## config.mk

```make
export PLATFORM = sky130hd
export DESIGN_NAME = ethernet_frame_parser
export DESIGN_NICKNAME = d
export VERILOG_FILES = /design/src/rtl/eth_parser_pkg.sv /design/src/rtl/axis_reg_slice.sv /design/src/rtl/ethernet_frame_parser.sv
export SDC_FILE = /design/constraint.sdc
export NUM_CORES = 1
export LEC_CHECK = 0
export CORE_MARGIN = 3
export CORE_UTILIZATION = 40
export DETAILED_ROUTE_END_ITERATION = 8
export HOLD_SLACK_MARGIN = 0.02
export PLACE_DENSITY = 0.67
export SETUP_SLACK_MARGIN = 0.5
export SYNTH_ARGS = -nofsm -noshare
export SYNTH_HDL_FRONTEND = slang
export SYNTH_HIERARCHICAL = 1
export SYNTH_SLANG_ARGS = --single-unit
```

## constraint.sdc

```tcl
create_clock -name clk -period 14.8 [get_ports clk]
set_clock_uncertainty 0.05 [all_clocks]
set_input_delay 2.96 -clock clk [delete_from_list [all_inputs] [get_ports clk]]
set_output_delay 2.96 -clock clk [all_outputs]
set_load 0.01 [all_outputs]
```

## src/rtl/eth_parser_pkg.sv

```systemverilog
// Shared types and constants for the Ethernet L2 header parser.
package eth_parser_pkg;

    localparam int DATA_W = 64;

    localparam logic [15:0] ETH_TYPE_IPV4 = 16'h0800;
    localparam logic [15:0] ETH_TYPE_IPV6 = 16'h86DD;
    localparam logic [15:0] ETH_TYPE_ARP  = 16'h0806;
    localparam logic [15:0] ETH_TYPE_VLAN = 16'h8100;

    typedef struct packed {
        logic [47:0] dest_mac;
        logic [47:0] src_mac;
        logic [15:0] ethertype;
        logic        vlan_present;
        logic [2:0]  vlan_pcp;
        logic [11:0] vlan_id;
        logic        is_ipv4;
        logic        is_ipv6;
        logic        is_arp;
        logic        truncated;
    } eth_metadata_t;

    typedef enum logic [1:0] {
        HDR0,
        HDR1,
        HDR2,
        PAYLOAD
    } parser_state_t;

    // Fill in the classification flags from the final EtherType.
    function automatic eth_metadata_t classify(input eth_metadata_t m);
        eth_metadata_t r;
        r         = m;
        r.is_ipv4 = (m.ethertype == ETH_TYPE_IPV4);
        r.is_ipv6 = (m.ethertype == ETH_TYPE_IPV6);
        r.is_arp  = (m.ethertype == ETH_TYPE_ARP);
        return r;
    endfunction

endpackage

```

## src/rtl/axis_reg_slice.sv

```systemverilog
// One-stage AXI4-Stream register slice carrying data and last.
module axis_reg_slice #(
    parameter int W = 64
) (
    input  logic         clk,
    input  logic         rst,
    input  logic [W-1:0] s_data,
    input  logic         s_last,
    input  logic         s_valid,
    output logic         s_ready,
    output logic [W-1:0] m_data,
    output logic         m_last,
    output logic         m_valid,
    input  logic         m_ready
);

    // Accept whenever the output register is empty or being drained; never during reset.
    assign s_ready = !rst && (!m_valid || m_ready);

    // Output register: load on accept, hold while stalled.
    always_ff @(posedge clk or posedge rst) begin
        if (rst) begin
            m_valid <= 1'b0;
            m_data  <= '0;
            m_last  <= 1'b0;
        end else if (s_ready) begin
            m_valid <= s_valid;
            if (s_valid) begin
                m_data <= s_data;
                m_last <= s_last;
            end
        end
    end

endmodule

```

## src/rtl/ethernet_frame_parser.sv

```systemverilog
// Streaming L2 header parser: forwards beats through a register slice and
// publishes a metadata record once per frame.
//
// state   | meaning
// HDR0    | expecting beat 0 (dest MAC, top of src MAC)
// HDR1    | expecting beat 1 (rest of src MAC, first EtherType / TPID)
// HDR2    | expecting beat 2 of a tagged frame (inner EtherType)
// PAYLOAD | header done, forwarding until tlast
module ethernet_frame_parser
    import eth_parser_pkg::*;
(
    input  logic                clk,
    input  logic                rst,
    input  logic [DATA_W-1:0]   s_axis_tdata,
    input  logic                s_axis_tvalid,
    output logic                s_axis_tready,
    input  logic                s_axis_tlast,
    output logic [DATA_W-1:0]   m_axis_tdata,
    output logic                m_axis_tvalid,
    input  logic                m_axis_tready,
    output logic                m_axis_tlast,
    output eth_metadata_t       m_axis_tuser,
    output logic                m_axis_tuser_valid
);

    parser_state_t state, state_nxt;
    logic          accept;
    logic          publish;
    eth_metadata_t rec;
    logic [15:0]   etype0;

    // Shadow copies of the partially parsed header of the frame in flight.
    logic [47:0]   sh_dest;
    logic [15:0]   sh_src_hi;
    logic [31:0]   sh_src_lo;
    logic [2:0]    sh_pcp;
    logic [11:0]   sh_vid;

    assign accept = s_axis_tvalid && s_axis_tready;
    assign etype0 = s_axis_tdata[31:16];

    axis_reg_slice #(.W(DATA_W)) u_slice (
        .clk     (clk),
        .rst     (rst),
        .s_data  (s_axis_tdata),
        .s_last  (s_axis_tlast),
        .s_valid (s_axis_tvalid),
        .s_ready (s_axis_tready),
        .m_data  (m_axis_tdata),
        .m_last  (m_axis_tlast),
        .m_valid (m_axis_tvalid),
        .m_ready (m_axis_tready)
    );

    // FSM state register.
    always_ff @(posedge clk or posedge rst) begin
        if (rst) state <= HDR0;
        else     state <= state_nxt;
    end

    // Next state and the record to publish; fields not yet seen stay zero.
    always_comb begin
        state_nxt = state;
        publish   = 1'b0;
        rec       = '0;
        if (accept) begin
            case (state)
                HDR0: begin
                    rec.dest_mac = s_axis_tdata[63:16];
                    rec.src_mac  = {s_axis_tdata[15:0], 32'h0};
                    if (s_axis_tlast) begin
                        rec.truncated = 1'b1;
                        publish       = 1'b1;
                    end else begin
                        state_nxt = HDR1;
                    end
                end
                HDR1: begin
                    rec.dest_mac = sh_dest;
                    rec.src_mac  = {sh_src_hi, s_axis_tdata[63:32]};
                    if (etype0 != ETH_TYPE_VLAN) begin
                        rec.ethertype = etype0;
                        rec           = classify(rec);
                        publish       = 1'b1;
                        state_nxt     = s_axis_tlast ? HDR0 : PAYLOAD;
                    end else begin
                        rec.vlan_present = 1'b1;
                        rec.vlan_pcp     = s_axis_tdata[15:13];
                        rec.vlan_id      = s_axis_tdata[11:0];
                        if (s_axis_tlast) begin
                            rec.truncated = 1'b1;
                            publish       = 1'b1;
                            state_nxt     = HDR0;
                        end else begin
                            state_nxt = HDR2;
                        end
                    end
                end
                HDR2: begin
                    rec.dest_mac     = sh_dest;
                    rec.src_mac      = {sh_src_hi, sh_src_lo};
                    rec.vlan_present = 1'b1;
                    rec.vlan_pcp     = sh_pcp;
                    rec.vlan_id      = sh_vid;
                    rec.ethertype    = s_axis_tdata[63:48];
                    rec              = classify(rec);
                    publish          = 1'b1;
                    state_nxt        = s_axis_tlast ? HDR0 : PAYLOAD;
                end
                PAYLOAD: begin
                    if (s_axis_tlast) state_nxt = HDR0;
                end
                default: state_nxt = HDR0;
            endcase
        end
    end

    // Capture header fragments that are needed by a later beat.
    always_ff @(posedge clk or posedge rst) begin
        if (rst) begin
            sh_dest   <= '0;
            sh_src_hi <= '0;
            sh_src_lo <= '0;
            sh_pcp    <= '0;
            sh_vid    <= '0;
        end else if (accept) begin
            if (state == HDR0) begin
                sh_dest   <= s_axis_tdata[63:16];
                sh_src_hi <= s_axis_tdata[15:0];
            end
            if (state == HDR1) begin
                sh_src_lo <= s_axis_tdata[63:32];
                sh_pcp    <= s_axis_tdata[15:13];
                sh_vid    <= s_axis_tdata[11:0];
            end
        end
    end

    // Published record and its one-cycle strobe; the record holds between strobes.
    always_ff @(posedge clk or posedge rst) begin
        if (rst) begin
            m_axis_tuser       <= '0;
            m_axis_tuser_valid <= 1'b0;
        end else begin
            m_axis_tuser_valid <= publish;
            if (publish) m_axis_tuser <= rec;
        end
    end

endmodule

```

==> results.ini, run 1 <==
[run_status]
outcome=finished, final reports clean

[setup_path]
worst_ep_arrival_time_ns=4.80
cp-startpoint=rst
cp_top_family=buffers and inverters
critPathMaxStageDelay_ns=0.71
cp_data_required_time_ns=11.79
path_buf_inv=2
r2r-start=state[0]
r2r.worst_path.cells=9
worst_r2r_endpoint=m_axis_tuser[82]
endpoint_kind=output pin
crit_path_cell_trace=clkdlybuf4s50_1 > nor2_1 > clkdlybuf4s50_1
cp_common_cell=clkdlybuf4s50_1
cp.depth=3
crit_path_start_kind=primary input
critPathMaxFanout=5
reg2reg_slack_ns=10.40
critical_path.slowest_cell=clkdlybuf4s50_1
cp-endpoint=s_axis_tready
critPathKind=in2out

[sta]
slew_headroom_pct=26.15
rsz0062_at_grt=no
period_needed_ns=7.807
worst_slack_ns=6.993
hold_slack_ns=0.4514
setup_violations=0
final_max_slew_viol_count=0
worstMarginPinSlew_ns=1.108
finalSetupTns_ns=0
final-hold-violation-count=0
finalCritPeriodShare_pct=52.75
fmax_ghz=0.1281

[cells_and_area]
fillCellCount=2849
layout_common_cells=dfrtp_1, clkdlybuf4s50_1, mux2_2
instances_no_fill=1623
final_common_cell=dfrtp_1
final_net_count=1224
layout-drive-gt1-share_pct=32.85
final_area_um2=18000
area_growth_pct=29.51
fin_util_pct=53.16
num_antenna_cells=0

[yosys]
synth_warnings=6
syn_avg_cell_area_um2=15.36
synth-async-reset-ratio_pct=100.0
synthesis.area_um2=13900
ys_ff_latch=312
netlist_instances=905
synth_nets=978
synth_edf_count=0
yosysSeqAreaShare_pct=56.16
synth_cell_type_count=50
synth_ff_type=dfrtp_1

[grt]
grt_pass1_vias=9123
busiest_layer=met2
grt_start_max_net_pins=105
antenna_found_initial=0
met1_usage_pct=27.78
grt_pass1_wl_um=57080
use_met3_pct=5.250
gr-total-overflow=0
globalRouteMet2Util_pct=31.31
grtUsageTotal_pct=19.95

[die]
placementRows=67
initial_core_util_pct=41.05
dieArea_um2=37030
dieWidth_um=192.4
chipHeight_um=192.4
core_area_um2=33870
io_pins=269

[place]
numPlacedInstances=1561
dpl_cell_area_um2=16830
io_buffers=268
place_ws_ns=6.996
dpl.hpwl_um=23210
routabilityCongestion=0.7687

[cts]
h-tree-depth=2
clock_latency_ns=0.51
cts_buffers=36
cts_setup_buffers=0
root_buffer=clkbuf_16
cts_hold_buf=0
clkTransAtPathRegs_ns=0.06
cts.path.max_buffers=3
cts_tree=done
numClockSinks=312
cts_resized=0

[routing]
via_count=8688
wl_um=36690
drt_pre_antenna_iters=5
drtIter0Drc=493
drc=0
antenna_left=0
viasPerCell=5.353
avgRoutedWirePerCell_um=22.61

[power]
max-vdd-ir-drop_uv=95.58
p_leak_nw=7.822
power_density_nw_per_um2=193.0
p_total_mw=3.475

[flow_run]
drv_cap=0

[hold_path]
hold_class=reg2reg

## cell families (layout without fill, tap and decap cells)
logic type	Yosys count	after routing	synth area share, %
compound gates	145	145	8.919
buf+inv	76	346	3.339
flops	312	312	56.16
fa+ha+maj	4	4	0.3600
mux	307	307	28.35
simple gates	61	61	2.871
## worst min-delay path by stage
stage / start / endpoint / slack (ns) / cells after the start
2_1_floorplan: sh_pcp[2] / sh_pcp[2] / 0.43 / 1
3_3_place_gp: sh_src_hi[5] / sh_src_hi[5] / 0.44 / 1
3_5_place_dp: sh_dest[31] / sh_dest[31] / 0.44 / 1
4_1_cts: sh_dest[31] / sh_dest[31] / 0.46 / 1
5_1_grt: sh_src_lo[26] / sh_src_lo[26] / 0.46 / 1
6_report: m_axis_tuser[19] / m_axis_tuser[19] / 0.45 / 1
## power by group
group	internal, mW	switching, mW	total [mW]	leakage (nW)
Sequential	1.18	0.180	1.36	3.87
Clock	0.530	0.343	0.873	0.582
Combinational	0.745	0.494	1.24	3.37
## state kept, by name, indices dropped and copies added, names as in the netlist
name,flops
m_axis_tuser,132
sh_pcp,3
u_slice/m_last,1
m_axis_tuser_valid,1
sh_vid,12
state,2
u_slice/m_data,64
u_slice/m_valid,1
sh_src_lo,32
sh_src_hi,16
sh_dest,48
## synthesized netlist by cell type, types with 2 or more instances
cell type	count	area, um2
a22oi_1	8	60.06
nor2_1	7	26.28
buf_12	6	120.1
o2bb2ai_1	2	17.52
buf_1	4	15.01
nand4b_1	2	17.52
clkbuf_1	41	153.9
mux2_2	178	2004
or4_1	2	15.01
a22o_1	103	902.1
ha_1	4	50.05
o21ai_0	5	25.02
a21oi_1	2	10.01
buf_6	9	101.4
o22ai_1	2	12.51
inv_1	6	22.52
nand4_1	4	25.02
a32o_1	15	150.1
nand2_1	9	33.78
and4_1	2	17.52
nand3_1	7	35.03
or3_1	2	12.51
buf_2	8	40.04
mux2_4	129	1937
o32ai_1	2	17.52
nor2b_1	8	50.05
nor3_1	4	20.02
dfrtp_1	312	7807
## cell type report
cell class              instances  area (um2)  area share [%]
flip-flops and latches        312        7807           43.36
multi-input cells             517        5675           31.52
repair buffers                277        2750           15.27
clock buffers                  55        1104           6.129
well taps                     448       560.5           3.113
clock inverters                 7       67.56          0.3753
inverters                       7       40.04          0.2224
## per-layer routing
layer  wire length, um  part of all wire, %
met1             16290                   44
met2             17010                   46
met3              2710                  7.4
met4               678                  1.8
met5                 0                    0
(Power assumes the default switching activity.)
==> run 2, diff against run 1 <==
clock period = 7.79 ns   (was 14.8 ns; I/O delays follow)
==> run 2 against run 1 <==
Compared with the run above: core utilization down 0.16 points; register-to-register slack got worse by 6.5 ns; non-clock buffer count is 1 higher.
==> results.ini, run 2 (synthesis results as in run 1) <==
[cts]
cts_tree=done
root_buffer=clkbuf_16
cts_hold_buf=0
cts.path.max_buffers=3
clock_latency_ns=0.52
clkTransAtPathRegs_ns=0.06
cts_resized=0
numClockSinks=312
h-tree-depth=2
cts_setup_buffers=0
cts_buffers=35

[sta]
finalSetupTns_ns=0
final-hold-violation-count=0
slew_headroom_pct=17.32
finalCritPeriodShare_pct=62.05
fmax_ghz=0.2069
worstMarginPinSlew_ns=1.237
final_max_slew_viol_count=0
rsz0062_at_grt=no
setup_violations=0
period_needed_ns=4.833

[die]
dieWidth_um=192.4
chipHeight_um=192.4
placementRows=67
core_area_um2=33870
dieArea_um2=37030
io_pins=269
initial_core_util_pct=41.05

[run_status]
outcome=finished, final reports clean

[flow_run]
drv_cap=0

[routing]
viasPerCell=5.400
drtIter0Drc=393
wl_um=36680
antenna_left=0
drc=0
drt_pre_antenna_iters=4
via_count=8759
avgRoutedWirePerCell_um=22.62

[cells_and_area]
top_regs=m_axis_tuser: 132 flops, u_slice/m_data: 64 flops, sh_dest: 48 flops
area.sequential_um2=7807
final_net_count=1224
regMostFlops=m_axis_tuser
fillCellCount=2858
multi_input_area_um2=5673
instances_no_fill=1622
num_antenna_cells=0
layout_common_cells=dfrtp_1, clkdlybuf4s50_1, mux2_2
layout-drive-gt1-share_pct=32.54
area_growth_pct=29.12
largest_reg_flops=132
final_common_cell=dfrtp_1

[setup_path]
cp_common_cell=clkdlybuf4s50_1
cp_top_family=buffers and inverters
path_buf_inv=2
critPathMaxFanout=5
cp_data_required_time_ns=6.18
crit_path_cell_trace=clkdlybuf4s50_1 > nor2_1 > clkdlybuf4s50_1
critPathMaxStageDelay_ns=0.69
critPathKind=in2out
worst_ep_arrival_time_ns=3.23
crit_path_start_kind=primary input
endpoint_kind=output pin
critical_path.slowest_cell=clkdlybuf4s50_1

[grt]
gr-total-overflow=0
grt_pass1_wl_um=56040
grt_pass1_vias=9127
antenna_found_initial=0
grt_start_max_net_pins=173
grtUsageTotal_pct=19.61

[power]
p_total_mw=6.529
max-vdd-ir-drop_uv=205.6
p_leak_nw=7.790
power_density_nw_per_um2=363.7

[place]
numPlacedInstances=1562
io_buffers=268
dpl.hpwl_um=23040
routabilityCongestion=0.7527

[hold_path]
hold_class=reg2reg

run 2: path summary, 6_finish.rpt:
kind,from,to,slack [ns],cells past startpoint
worst max register to register,state[0],m_axis_tuser[58],3.92,8
worst max-delay path,rst,s_axis_tready,2.96,3
worst min register to register,u_slice/m_data[20],u_slice/m_data[20],0.45,1
max in group asynchronous,rst,u_slice/m_data[49],5.12,3
min in group asynchronous,rst,u_slice/m_data[9],1.56,2
worst min-delay path,u_slice/m_data[20],u_slice/m_data[20],0.45,1
run 2: through the flow:
stage	util, %	hold WS [ns]	cell area (um2)	setup slack [ns]
floorplan	-	0.4298	13910	2.950
global placement	49.75	0.4376	16850	2.731
detailed placement	49.75	0.4403	16850	2.712
CTS	53.00	0.4565	17950	2.956
global route	53.00	0.4628	17950	2.889
finish	53.00	0.4513	17950	2.957
run 2: report_power, final:
part	switching, mW	internal (mW)
combinational	0.934	1.42
clock	0.649	0.941
sequential	0.342	2.25
run 2: routing by layer:
metal / global-route usage (%) / up-vias / routed length, um
li1: - / 3864 / -
met1: 26.42 / 4569 / 16050
met2: 31.31 / 273 / 17250
met3: 5.141 / 53 / 2541
met4: 5.660 / 0 / 838
met5: 0 / - / 0
run 2: area by class of cell:
class | instances | area share, %
Clock inverter | 8 | 0.4461
Tap cell | 448 | 3.123
Inverter | 7 | 0.2161
Clock buffer | 52 | 5.688
Timing Repair Buffer | 278 | 15.43
Sequential cell | 312 | 43.49
Multi-Input combinational cell | 517 | 31.60
run 2: worst reg2reg max path, delay by kind of cell, from the launching register on:
family | cells | cell delay, ns
buffers and inverters | 3 | 1.51
adders and majority gates | 1 | 0.78
DFF | 1 | 0.44
muxes | 1 | 0.43
AOI/OAI and AO/OA | 2 | 0.37
and+or+nand+nor | 1 | 0.17
